$ cat src/rtl/signed_sat_accumulator.sv
// Streaming signed accumulator: saturating-adds COUNT samples per frame and
// emits the sum with a sticky saturation flag over a valid/ready handshake.
module signed_sat_accumulator #(
  parameter int WIDTH = 4,
  parameter int COUNT = 4
) (
  input  logic                    clk,
  input  logic                    rst_n,
  input  logic                    clear,
  input  logic                    in_valid,
  output logic                    in_ready,
  input  logic signed [WIDTH-1:0] in_data,
  output logic                    out_valid,
  input  logic                    out_ready,
  output logic signed [WIDTH-1:0] out_data,
  output logic                    out_sat
);

  localparam int CNT_W = (COUNT > 1) ? $clog2(COUNT) : 1;
  localparam logic [CNT_W-1:0] CNT_LAST = CNT_W'(COUNT - 1);
  localparam logic signed [WIDTH-1:0] SMAX = {1'b0, {(WIDTH-1){1'b1}}};
  localparam logic signed [WIDTH-1:0] SMIN = {1'b1, {(WIDTH-1){1'b0}}};

  typedef enum logic {S_ACCUM = 1'b0, S_OUTPUT = 1'b1} state_t;

  state_t                  r_state, w_state_nxt;
  logic signed [WIDTH-1:0] r_acc, w_acc_nxt;
  logic                    r_sat, w_sat_nxt;
  logic [CNT_W-1:0]        r_cnt, w_cnt_nxt;
  logic                    w_beat;
  logic [WIDTH:0]          w_add;

  // Returns {overflow, clamped sum}; overflow shows as the top two bits of
  // the WIDTH+1-bit sum disagreeing.
  function automatic logic [WIDTH:0] sat_add(input logic signed [WIDTH-1:0] a,
                                             input logic signed [WIDTH-1:0] b);
    logic [WIDTH:0] s;
    s = {a[WIDTH-1], a} + {b[WIDTH-1], b};
    if (s[WIDTH] != s[WIDTH-1])
      sat_add = {1'b1, (s[WIDTH] ? SMIN : SMAX)};
    else
      sat_add = {1'b0, s[WIDTH-1:0]};
  endfunction

  assign w_add = sat_add(r_acc, in_data);

  always_comb begin
    in_ready    = (r_state == S_ACCUM);
    out_valid   = (r_state == S_OUTPUT);
    out_data    = out_valid ? r_acc : '0;
    out_sat     = out_valid & r_sat;
    w_beat      = in_valid & in_ready;
    w_state_nxt = r_state;
    w_acc_nxt   = r_acc;
    w_sat_nxt   = r_sat;
    w_cnt_nxt   = r_cnt;
    case (r_state)
      S_ACCUM: begin
        if (w_beat) begin
          w_acc_nxt = w_add[WIDTH-1:0];
          w_sat_nxt = r_sat | w_add[WIDTH];
          if (r_cnt == CNT_LAST) begin
            w_cnt_nxt   = '0;
            w_state_nxt = S_OUTPUT;
          end else begin
            w_cnt_nxt = r_cnt + CNT_W'(1);
          end
        end
      end
      S_OUTPUT: begin
        if (out_ready) begin
          w_acc_nxt   = '0;
          w_sat_nxt   = 1'b0;
          w_state_nxt = S_ACCUM;
        end
      end
      default: w_state_nxt = S_ACCUM;
    endcase
    // Abort wins over both handshakes, discarding any pending result.
    if (clear) begin
      w_acc_nxt   = '0;
      w_sat_nxt   = 1'b0;
      w_cnt_nxt   = '0;
      w_state_nxt = S_ACCUM;
    end
  end

  always_ff @(posedge clk or negedge rst_n) begin
    if (!rst_n) begin
      r_state <= S_ACCUM;
      r_acc   <= '0;
      r_sat   <= 1'b0;
      r_cnt   <= '0;
    end else begin
      r_state <= w_state_nxt;
      r_acc   <= w_acc_nxt;
      r_sat   <= w_sat_nxt;
      r_cnt   <= w_cnt_nxt;
    end
  end

endmodule

$ cat config.mk
export PLATFORM = sky130hd
export DESIGN_NAME = signed_sat_accumulator
export DESIGN_NICKNAME = d
export VERILOG_FILES = /design/src/rtl/signed_sat_accumulator.sv
export SDC_FILE = /design/constraint.sdc
export NUM_CORES = 1
export LEC_CHECK = 0
export ABC_AREA = 0
export CORE_UTILIZATION = 40
export CTS_CLUSTER_SIZE = 10
export DETAILED_ROUTE_END_ITERATION = 8
export PLACE_DENSITY_LB_ADDON = 0.25
export SYNTH_ARGS = -nofsm -noshare
export SYNTH_HDL_FRONTEND = slang
export SYNTH_SLANG_ARGS = --single-unit
$ cat constraint.sdc
create_clock -name clk -period 1.9 [get_ports clk]
set_input_delay 0.38 -clock clk [delete_from_list [all_inputs] [get_ports clk]]
set_output_delay 0.38 -clock clk [all_outputs]
set_load 0.005 [all_outputs]
Word level (Yosys, flattened, before mapping):

Index checks and enable logic that the tools add are counted.

* bits in registers: 8
* bits of input ports: 9
* output and inout bits: 7
* logic and storage cells: 38

* add/subtract/negate cells: 2
* eq/ne operators: 5
* mux-type cells: 20
* bitwise logic cells: 4
* reduce and logical (&&, ||, !) cells: 3

Operators with widths (number)
* 4-bit two-way mux: 5
* 2-bit two-way mux: 4
* 4-bit one-hot mux with 2 select lines: 1
* 1-bit two-way mux: 7
* 4-bit by 4-bit adder with 5-bit output: 1
* 5-bit two-way mux: 1
* 1-bit one-hot mux with 2 select lines: 2
* 2-bit AND reduction: 2
* 3-bit by 2-bit inequality test with 1-bit output (second input constant): 1
* 3-bit inequality test (second input constant): 1
* 2-bit by 1-bit adder with 2-bit output (second input constant): 1
* 1-bit bitwise AND: 2
* 2-bit equality test (second input constant): 1
* 2-bit inequality test (second input constant): 1
* 2-bit nonzero test: 1
* 1-bit inequality test: 1
* 1-bit inverter: 1
* 1-bit OR: 1

Logic depth before layout (Yosys ltp):

Gate-level depths: netlist of run 1.

* depth in word-level cells: 7
* mapped depth: 8
* mapped depth without buffers: 8

Worst setup path before layout of run 1:

OpenSTA, ideal clock, no wires.

* kind: input to register
* start point: in in_data[0]
* end point: reg r_acc[0]
* library setup time: 0.123 ns
* arrival time: 1.721 ns
* required time: 1.777 ns
* setup slack: 0.057 ns
* stages on the path: 8
* path buffers: 0
* path through: ha_1 inv_1 fa_1 nand2b_1 a21oi_2 xnor2_2 mux2i_1 o21ai_1

* cells in the longest elaborated chain, start to end: 6
* elaborated cells on any way between the ends: 7
* classes of those cells: add/sub (1); eq/ne (1); mux (5)

Ends and longest elaborated chain
* start, declared: line 12 `input logic signed [WIDTH-1:0] in_data,`
* 4-bit by 4-bit adder with 5-bit output (*): line 38 `s = {a[WIDTH-1], a} + {b[WIDTH-1], b};`
* 4-bit two-way mux / 1-bit inequality test (equally long branches): line 40, 39
* 5-bit two-way mux (*): line 39 `if (s[WIDTH] != s[WIDTH-1])`
* 4-bit two-way mux (*): line 59 `if (w_beat) begin`
* 4-bit one-hot mux with 2 select lines (*): line 57 `case (r_state)`
* 4-bit two-way mux (*): line 80 `if (clear) begin`
* end signal, assigned: line 96 `r_acc <= w_acc_nxt;`
* end, declared: line 27 `logic signed [WIDTH-1:0] r_acc, w_acc_nxt;`

Mark *: on every way between the ends. The rest lies on a longest branch, timed or not. The select of a mux whose other input is x is not followed.
A chain may end at the register's enable or synchronous reset.

Final worst setup path of run 1:

* start point: reg r_acc[0]
* end point: reg r_acc[2]

* cells in the longest elaborated chain, start to end: 6
* elaborated cells on any way between the ends: 7
* classes of those cells: add/sub (1); eq/ne (1); mux (5)

Ends and longest elaborated chain (line)
* 4-bit by 4-bit adder with 5-bit output (*): 38
* 4-bit two-way mux / 1-bit inequality test (equally long branches): 40, 39
* 5-bit two-way mux (*): 39
* 4-bit two-way mux (*): 59
* 4-bit one-hot mux with 2 select lines (*): 57
* 4-bit two-way mux (*): 80

Marked as above.

==> results of run 1 <==
[Yosys cell counts (3+ instances only)]
master   number  area, um^2
inv_1         3        11.3
nand2_1       7        26.3
and2_1        4        25.0
ha_1          5        62.6
dfrtp_1       8         200
nor2_1        3        11.3
a21oi_1       5        25.0
[through the flow]
step	utilization	setup WS [ps]	TNS [ps]
detailed placement	0.598	-579	-2480
CTS	0.658	-29.7	-41.2
finish	0.658	29.0	0
global placement	0.598	-498	-2250
global route	0.658	-52.1	-114
floorplan	-	56.6	0
[timing repair]
item / CTS / global route
pin swaps: 7 / 5
setup buffers: 2 / 0
gates cloned: 0 / 0
hold endpoints to repair: 0 / 0
resized for setup: 11 / 0
endpoints found under the setup margin: 6 / 5
[worst max-delay path, cell delays in order (launching register included)]
cell and delay, ps:
dfrtp_1 360, ha_2 190, inv_2 40, fa_2 340
nand2b_4 170, a21oi_4 180, xnor2_4 170, mux2i_1 230
o21ai_1 90
[flip-flops by register name, summed over array words and instances (netlist names)]
signal and flops:
r_cnt 2, r_sat 1, r_acc 4, out_valid 1
[kinds of logic after synthesis]
group | after synthesis
buf+inv | 5
xor+xnor | 2
simple gates | 22
flops | 8
fa+ha+maj | 6
compound gates | 16
mux | 2
[worst paths after layout]
path,end,slack (ps),cells after the start
worst max-delay path,r_acc[2]$_DFFE_PN0P_,30,8
min in group clk,r_cnt[1]$_DFFE_PN0P_,540,2
worst min-delay path,r_acc[2]$_DFFE_PN0P_,400,1
max in group asynchronous,out_valid$_DFF_PN0_,1210,1
worst min register to register,r_cnt[1]$_DFFE_PN0P_,540,2
worst max register to register,r_acc[2]$_DFFE_PN0P_,30,8
[placed cells by master, fill, tap and decap left out, drive strengths merged, types with 2 or more instances in the layout]
cell	Yosys	routed
inv	4	4
clkdlybuf4s50	0	13
nor2	4	4
xnor2	2	2
buf	1	9
clkbuf	0	3
nand2b	2	2
mux2i	2	2
and2	4	4
nor2b	2	2
a21oi	7	7
dfrtp	8	8
ha	5	5
nand3b	2	2
o21ai	2	2
nand2	7	7
a211oi	3	3
dlygate4sd2	0	2
[power groups by stage]
stage	sequential, W	clock (W)	combinational, W
after detailed placement	0.000219	0	0.000253
after CTS	0.000217	0.000135	0.000311
after global routing	0.000221	0.000146	0.000341
final	0.000218	0.000135	0.000312
after floorplan	0.000213	0	0.000168
after global placement	0.000219	0	0.000248
[final cells by class]
class,instances,area (um^2),area share
timing repair buffer,24,215,0.248
inverter,4,15.0,0.0173
clock buffer,3,22.5,0.0260
sequential,8,201,0.232
multi-input combinational,48,394,0.455
tap,15,18.8,0.0216
[layer usage]
| metal | vias to the layer above | global-route usage | part of all wire |
|---|---|---|---|
| met5 | - | 0 | 0 |
| met4 | 0 | 0.0517 | 0.0037 |
| li1 | 268 | - | - |
| met2 | 13 | 0.324 | 0.46 |
| met1 | 219 | 0.276 | 0.49 |
| met3 | 2 | 0.0682 | 0.044 |
==> summary by stage, run 1 <==
Run status
The flow ran to the end, and the final reports show no timing, DRC or antenna violations.

Timing
The number of pins exceeding their max-slew limit in the final report is 0. Dividing the final minimum period by the clock period gives 0.985. For the pin with the worst max-slew slack, the measured transition is 447 ps. The final-report hold violation count was 0. The maximum clock frequency is 0.534 GHz. The tightest slew margin relative to the limit is 0.700.

Setup violations remaining at the end of the flow were counted as 0. Setup repair after global routing could not meet its margin everywhere. The post-route worst hold slack is 397 ps. For the finished layout, the period the worst path requires is 1870 ps.

Across the routed clock network, the largest skew measured is 16.6 ps.

Yosys
Averaged over all synthesized cells, the footprint is 9.37 um^2. The sequential fraction of the synthesis area is 0.350. After synthesis, the share of flip-flops with an asynchronous set or reset is 1.00. Among all flip-flop cells after synthesis, the most frequent one is dfrtp_1. By area, the combinational part of the netlist is dominated by simple AND/OR/NAND/NOR gates. The synthesized design contains 0 enable-type register cells. The proportion of synthesized area in mux cells is 0.0350. Of the total synthesized cell area, the portion taken by full adders, half adders and majority gates is 0.144. The simple-gate share of the synthesized area is 0.199. In this run the cell area of the synthesized design comes to 572 um^2.

The synthesized netlist net count is 76. The cell count after synthesis is 61. The total of warnings raised by yosys is 0. Synthesis instantiated 26 different standard cells from the library. The register bit count reported by yosys is 8. The post-synthesis compound-gate area fraction was 0.193.

Of the total synthesized cell area, the portion taken by XOR and XNOR cells is 0.0438.

Placement
The congestion estimate from routability-driven global placement came to 0.764. Once placement completed, the tool counted placed cells totaling 97. Summed over all nets, the half-perimeter wirelength after detailed placement is 937 um. The instance area at placement is 788 um^2. The number of input and output port buffers inserted is 15.

Final layout
After filler insertion, the fill cell instance count of the layout stands at 116. The diode insertion count for antenna repair is 0. In the final design database the tool counted 104 nets. Compared with the post-synthesis result, the final layout area differs by 51.6%. The post-route non-filler standard cell count is 102.

Of the cells placed in the final design, the portion with a size suffix greater than 1 is 0.276. The final instance area is 867 um^2.

Pwr
The worst supply voltage drop on vdd is 0.518 mV. Of the total power, registers draw 0.328. Of the total power, the clock network draws 0.203. The internal portion of the total power is 0.000433 W.

The switching share of power is 0.349. Of the total power, combinational logic draws 0.469. Dividing total power by cell area gives a power density of 767 nW/um^2. The net switching component of the power is 0.000232 W.

The overall power consumption is 0.000665 W. The analysis attributes to cell leakage a power of 0.384 nW.

Routing
The detail route stage leaves a number of antenna-violating nets equal to 0. The number of iterations in the first detailed-routing pass is 2. The first routing iteration left 6 violations. Dividing the detail-routed wire length by the instance count gives 13.2 um. In the routed design, unresolved DRC markers number 0. The via-per-instance ratio is 4.92. The via total after detailed routing is 502. The routed wire length is 1350 um.

Setup path
The largest fanout on the critical path is 5. The worst setup path is launched from a flop. The critical path starts at r_acc[0]$_DFFE_PN0P_. By startpoint and endpoint, the worst setup path is classified as reg -> reg. The worst setup path is captured at a flop.

The worst flop-to-flop path startpoint is r_acc[0]$_DFFE_PN0P_. Data on the critical path is required at its endpoint by 2050 ps. Data arrives at the worst endpoint at 2020 ps.

Floorplanning
The core outline area is 1320 um^2. 16 I/O pins were placed. The die footprint is 1580 um^2.

The placement row count is 13. The starting density of the core is 0.434. The width of the die is 39.8 um. The overall die height is 39.8 um.

Clock network
The clock input transition at the sequential cells of the worst setup and hold paths is 70 ps. The total of hold buffers inserted after clock tree synthesis is 0. The count of H-tree levels built during CTS is 1.

The later pin in the worst-skew pair is clocked with a latency of 260 ps. No sink is reached through more buffers than the 2 on the longest clock path. Counting every sink on the clock net gives 8.

In this run, CTS created clock tree buffers numbering 3. The clock tree from TritonCTS is done. The clock tree root buffer cell is clkbuf_4.

Flow run
Across the run, the number of max-cap violations was 0.

Global routing
The number of antenna violations at the first check in global routing came to 0. The overflow left after global routing is 0. The largest net degree at the start of global routing is 13.

The number of global-route vias before repair came to 476. For this run, the total global-route usage over all layers was measured as 0.209. The first-pass GRT wire length is 2080 um.

Min path
The path type of the worst min-delay path is in -> async.
(Power assumes the default switching activity.)
==> run 2, diff against run 1 <==
--- a/config.mk
+++ b/config.mk
@@ -10,6 +10,7 @@
 export CTS_CLUSTER_SIZE = 10
 export DETAILED_ROUTE_END_ITERATION = 8
 export PLACE_DENSITY_LB_ADDON = 0.25
+export SETUP_SLACK_MARGIN = 0.2
 export SYNTH_ARGS = -nofsm -noshare
 export SYNTH_HDL_FRONTEND = slang
 export SYNTH_SLANG_ARGS = --single-unit
==> constraint.sdc (replaced) <==
create_clock -name clk -period 1.9 [get_ports clk]
set_input_delay 0.38 -clock clk [delete_from_list [all_inputs] [get_ports clk]]
set_output_delay 0.38 -clock clk [all_outputs]
set_load 0.02 [all_outputs]
==> run 2 against run 1 <==
Setup slack gained 17 ps. Clock-buffer cell count did not move. Sequential cell count stayed put. Critical path depth did not move. Non-clock buffer count rose by 2. Clock skew down 16 ps. Register-to-register slack improved by 20 ps. Highest routed layer unchanged. Utilization grew 1.7 points. Die area is the same. Sequential share of layout area down 0.59 points. Sequential power about the same. Via count grew 5.6%.
==> summary by stage, run 2 (same netlist as run 1, synthesis figures left out) <==
Routing
The via-per-instance ratio was 5.10 (+3.5%). The via total after detailed routing is 530 (+5.6%). The number of design rule violations left after detail routing is 0 (unchanged). The number of iterations in the first detailed-routing pass is 4 (+2). The number of nets with antenna violations after detailed routing is 0 (unchanged). The count of routing violations after the opening detailed-route iteration is 12 (+6).

The post-detailed-route wirelength per cell was 11.5 um (-13%). The routed wire length came to 1200 um (-11%).

Global routing
The number of antenna violations at the first check in global routing was 0 (unchanged). The largest net degree at the start of global routing is 11 (-2). The number of global-route vias before repair is 458 (-3.8%). The first-pass GRT wire length is 1900 um (-8.3%).

The overflow left after global routing came to 0 (unchanged). The global router's overall resource usage is 0.189 (-0.0197).

Pwr
The worst supply voltage drop on vdd was 0.445 mV (-14%). The overall power consumption was 0.000670 W (+0.77%). The power per standard cell area is 754 nW/um^2 (-1.8%). The cell leakage power is 0.423 nW (+9.9%).

Final layout
Ranked by flip-flop count, first place goes to r_acc. The synthesis-to-finish area growth is 55.6%. The diode insertion count for antenna repair is 0 (unchanged). The post-route non-filler standard cell count came to 104 (+2.0%). The flip-flop count of the largest register, all copies and words added came to 4 (unchanged). Leaving out fill and tap cells, the most frequent cells in the layout are buf_4 (11), dlygate4sd2_1 (9), nand2_1 (7), dfrtp_1 (7), clkdlybuf4s50_1 (6).

In the final layout, the registers with the most flip-flops are r_acc: 4 flops, r_cnt: 2 flops. The fill cell instance count of the final layout is 105 (-9.5%). The net count of the finished layout is 106 (+1.9%).

The most common cell after layout, fill and taps aside is buf_4. The final instance area was 890 um^2 (+2.6%). The layout cell share with drive strength beyond 1 is 0.303 (+0.0275).

Setup path
The largest fanout on the critical path is 5 (unchanged). STA classifies the critical path startpoint as a flop. The worst setup path is captured at a flop. The classification of the worst setup path is reg -> reg.

The data arrival time of the worst path is 1990 ps (-30 ps). The endpoint required time on the critical path is 2040 ps (about the same).

Placement
The weighted congestion reported at the end of routability-driven placement is 0.674 (-12%). The total instance count after detailed placement is 98 (+1.0%). The detailed placer's ending HPWL is 946 um (+0.94%). The instance area at placement is 826 um^2 (+4.8%). The worst setup slack before clock tree synthesis is -481 ps (+98.3 ps). The number of input and output port buffers inserted is 15 (unchanged).

Min path
The min-delay analysis places its worst path in the category in -> async.

Floorplanning
The number of primary I/O pins was 16 (unchanged). The die footprint was 1580 um^2 (unchanged). The starting density of the core was 0.434 (unchanged).

The overall die height is 39.8 um (unchanged). The core outline area is 1320 um^2 (unchanged). The width of the die is 39.8 um (unchanged).

The placement row count is 13 (unchanged).

Timing
The final-report hold violation count is 0 (unchanged). The final critical delay including setup and external delays is 1850 ps (-17.5 ps). The measured slew at the worst slew-check pin is 406 ps (-41.5 ps). The largest clock skew in the final design was 0.946 ps (-15.7 ps). The portion of the clock cycle consumed by the worst path in the final layout is 0.976 (-0.00920). The number of pins exceeding their max-slew limit in the final report is 0 (unchanged). Setup repair after global routing could not meet its margin everywhere. The worst-case setup margin in the final layout was 46.5 ps (+17.5 ps). The total setup violations reported at the end of the flow came to 0 (unchanged).

The maximum clock frequency is 0.540 GHz (+0.94%). The post-route worst hold slack is 412 ps (+15.4 ps). The tightest slew margin relative to the limit is 0.728 (+0.0279).

Clock network
TritonCTS built the clock tree. The number of CTS-inserted buffers is 3 (unchanged). CTS placed an instance of clkbuf_4 at the clock tree root. The number of buffers between clock root and the deepest sink was 2 (unchanged). The clock input transition at the sequential cells of the worst setup and hold paths is 50 ps (-20 ps).

The count of H-tree levels built during CTS is 1 (unchanged). The number of sinks on the clock net is 8 (unchanged). The worst-skew pair later-pin latency is 250 ps (about the same). The total of hold buffers inserted after clock tree synthesis is 0 (unchanged).

Run status
The flow ran to the end, and the final reports show no timing, DRC or antenna violations.

Flow run
The max-cap violation count is 0 (unchanged).
[run 2: cell count changes in the layout (fill, tap and decap cells not counted), sizes merged]
cell,previous run,this run
clkdlybuf4s50,13,6
dlygate4sd2,2,9
buf,9,11
[run 2: worst paths after layout]
path                                      start  cells past startpoint                    to  slack (ps)
max reg2reg                r_acc[0]$_DFFE_PN0P_                      8  r_acc[0]$_DFFE_PN0P_          50
max in group asynchronous                 rst_n                      1   out_valid$_DFF_PN0_        1200
min in group clk           r_cnt[1]$_DFFE_PN0P_                      2  r_cnt[1]$_DFFE_PN0P_         520
min reg2reg                r_cnt[1]$_DFFE_PN0P_                      2  r_cnt[1]$_DFFE_PN0P_         520
min                                       rst_n                      1  r_acc[3]$_DFFE_PN0P_         410
max                        r_acc[0]$_DFFE_PN0P_                      8  r_acc[0]$_DFFE_PN0P_          50
[run 2: cell type report]
type,instances,area [um^2],area share
clock buffer,3,22.5,0.0253
inverter,4,15.0,0.0169
multi-input combinational,48,410,0.461
sequential,8,201,0.226
tap,15,18.8,0.0211
timing repair buffer,26,221,0.249
[run 2: where the power goes]
part           switching [W]  internal, W  leakage, nW
combinational       0.000148     0.000174        0.303
clock              0.0000576    0.0000723       0.0138
sequential         0.0000218     0.000197        0.105
[run 2: per-stage QoR]
stage | TNS (ps) | util
finish | 0 | 0.675
global placement | -1960 | 0.627
global route | -69.6 | 0.675
floorplan | 0 | -
CTS | 0 | 0.665
detailed placement | -2120 | 0.627
[run 2: what timing repair did]
item	CTS	global route
resized for setup	13	1
buffers inserted	2	1
pin swaps	5	9
cloned	0	0
endpoints found under the setup margin	12	5
hold endpoints to repair	0	0
[run 2: critical path, stage by stage (launching register included)]
cell	delay [ps]
dfrtp_1	390
ha_4	150
inv_2	30
fa_2	340
nand2b_4	160
a21oi_4	200
xnor2_4	170
mux2i_1	220
o21ai_1	70
[run 2: layer usage]
metal / global-route usage / routed length (um) / vias up
li1: - / - / 271
met4: 0.0517 / 7 / 0
met2: 0.299 / 559 / 14
met1: 0.229 / 563 / 241
met5: 0 / 0 / -
met3: 0.0852 / 71 / 4
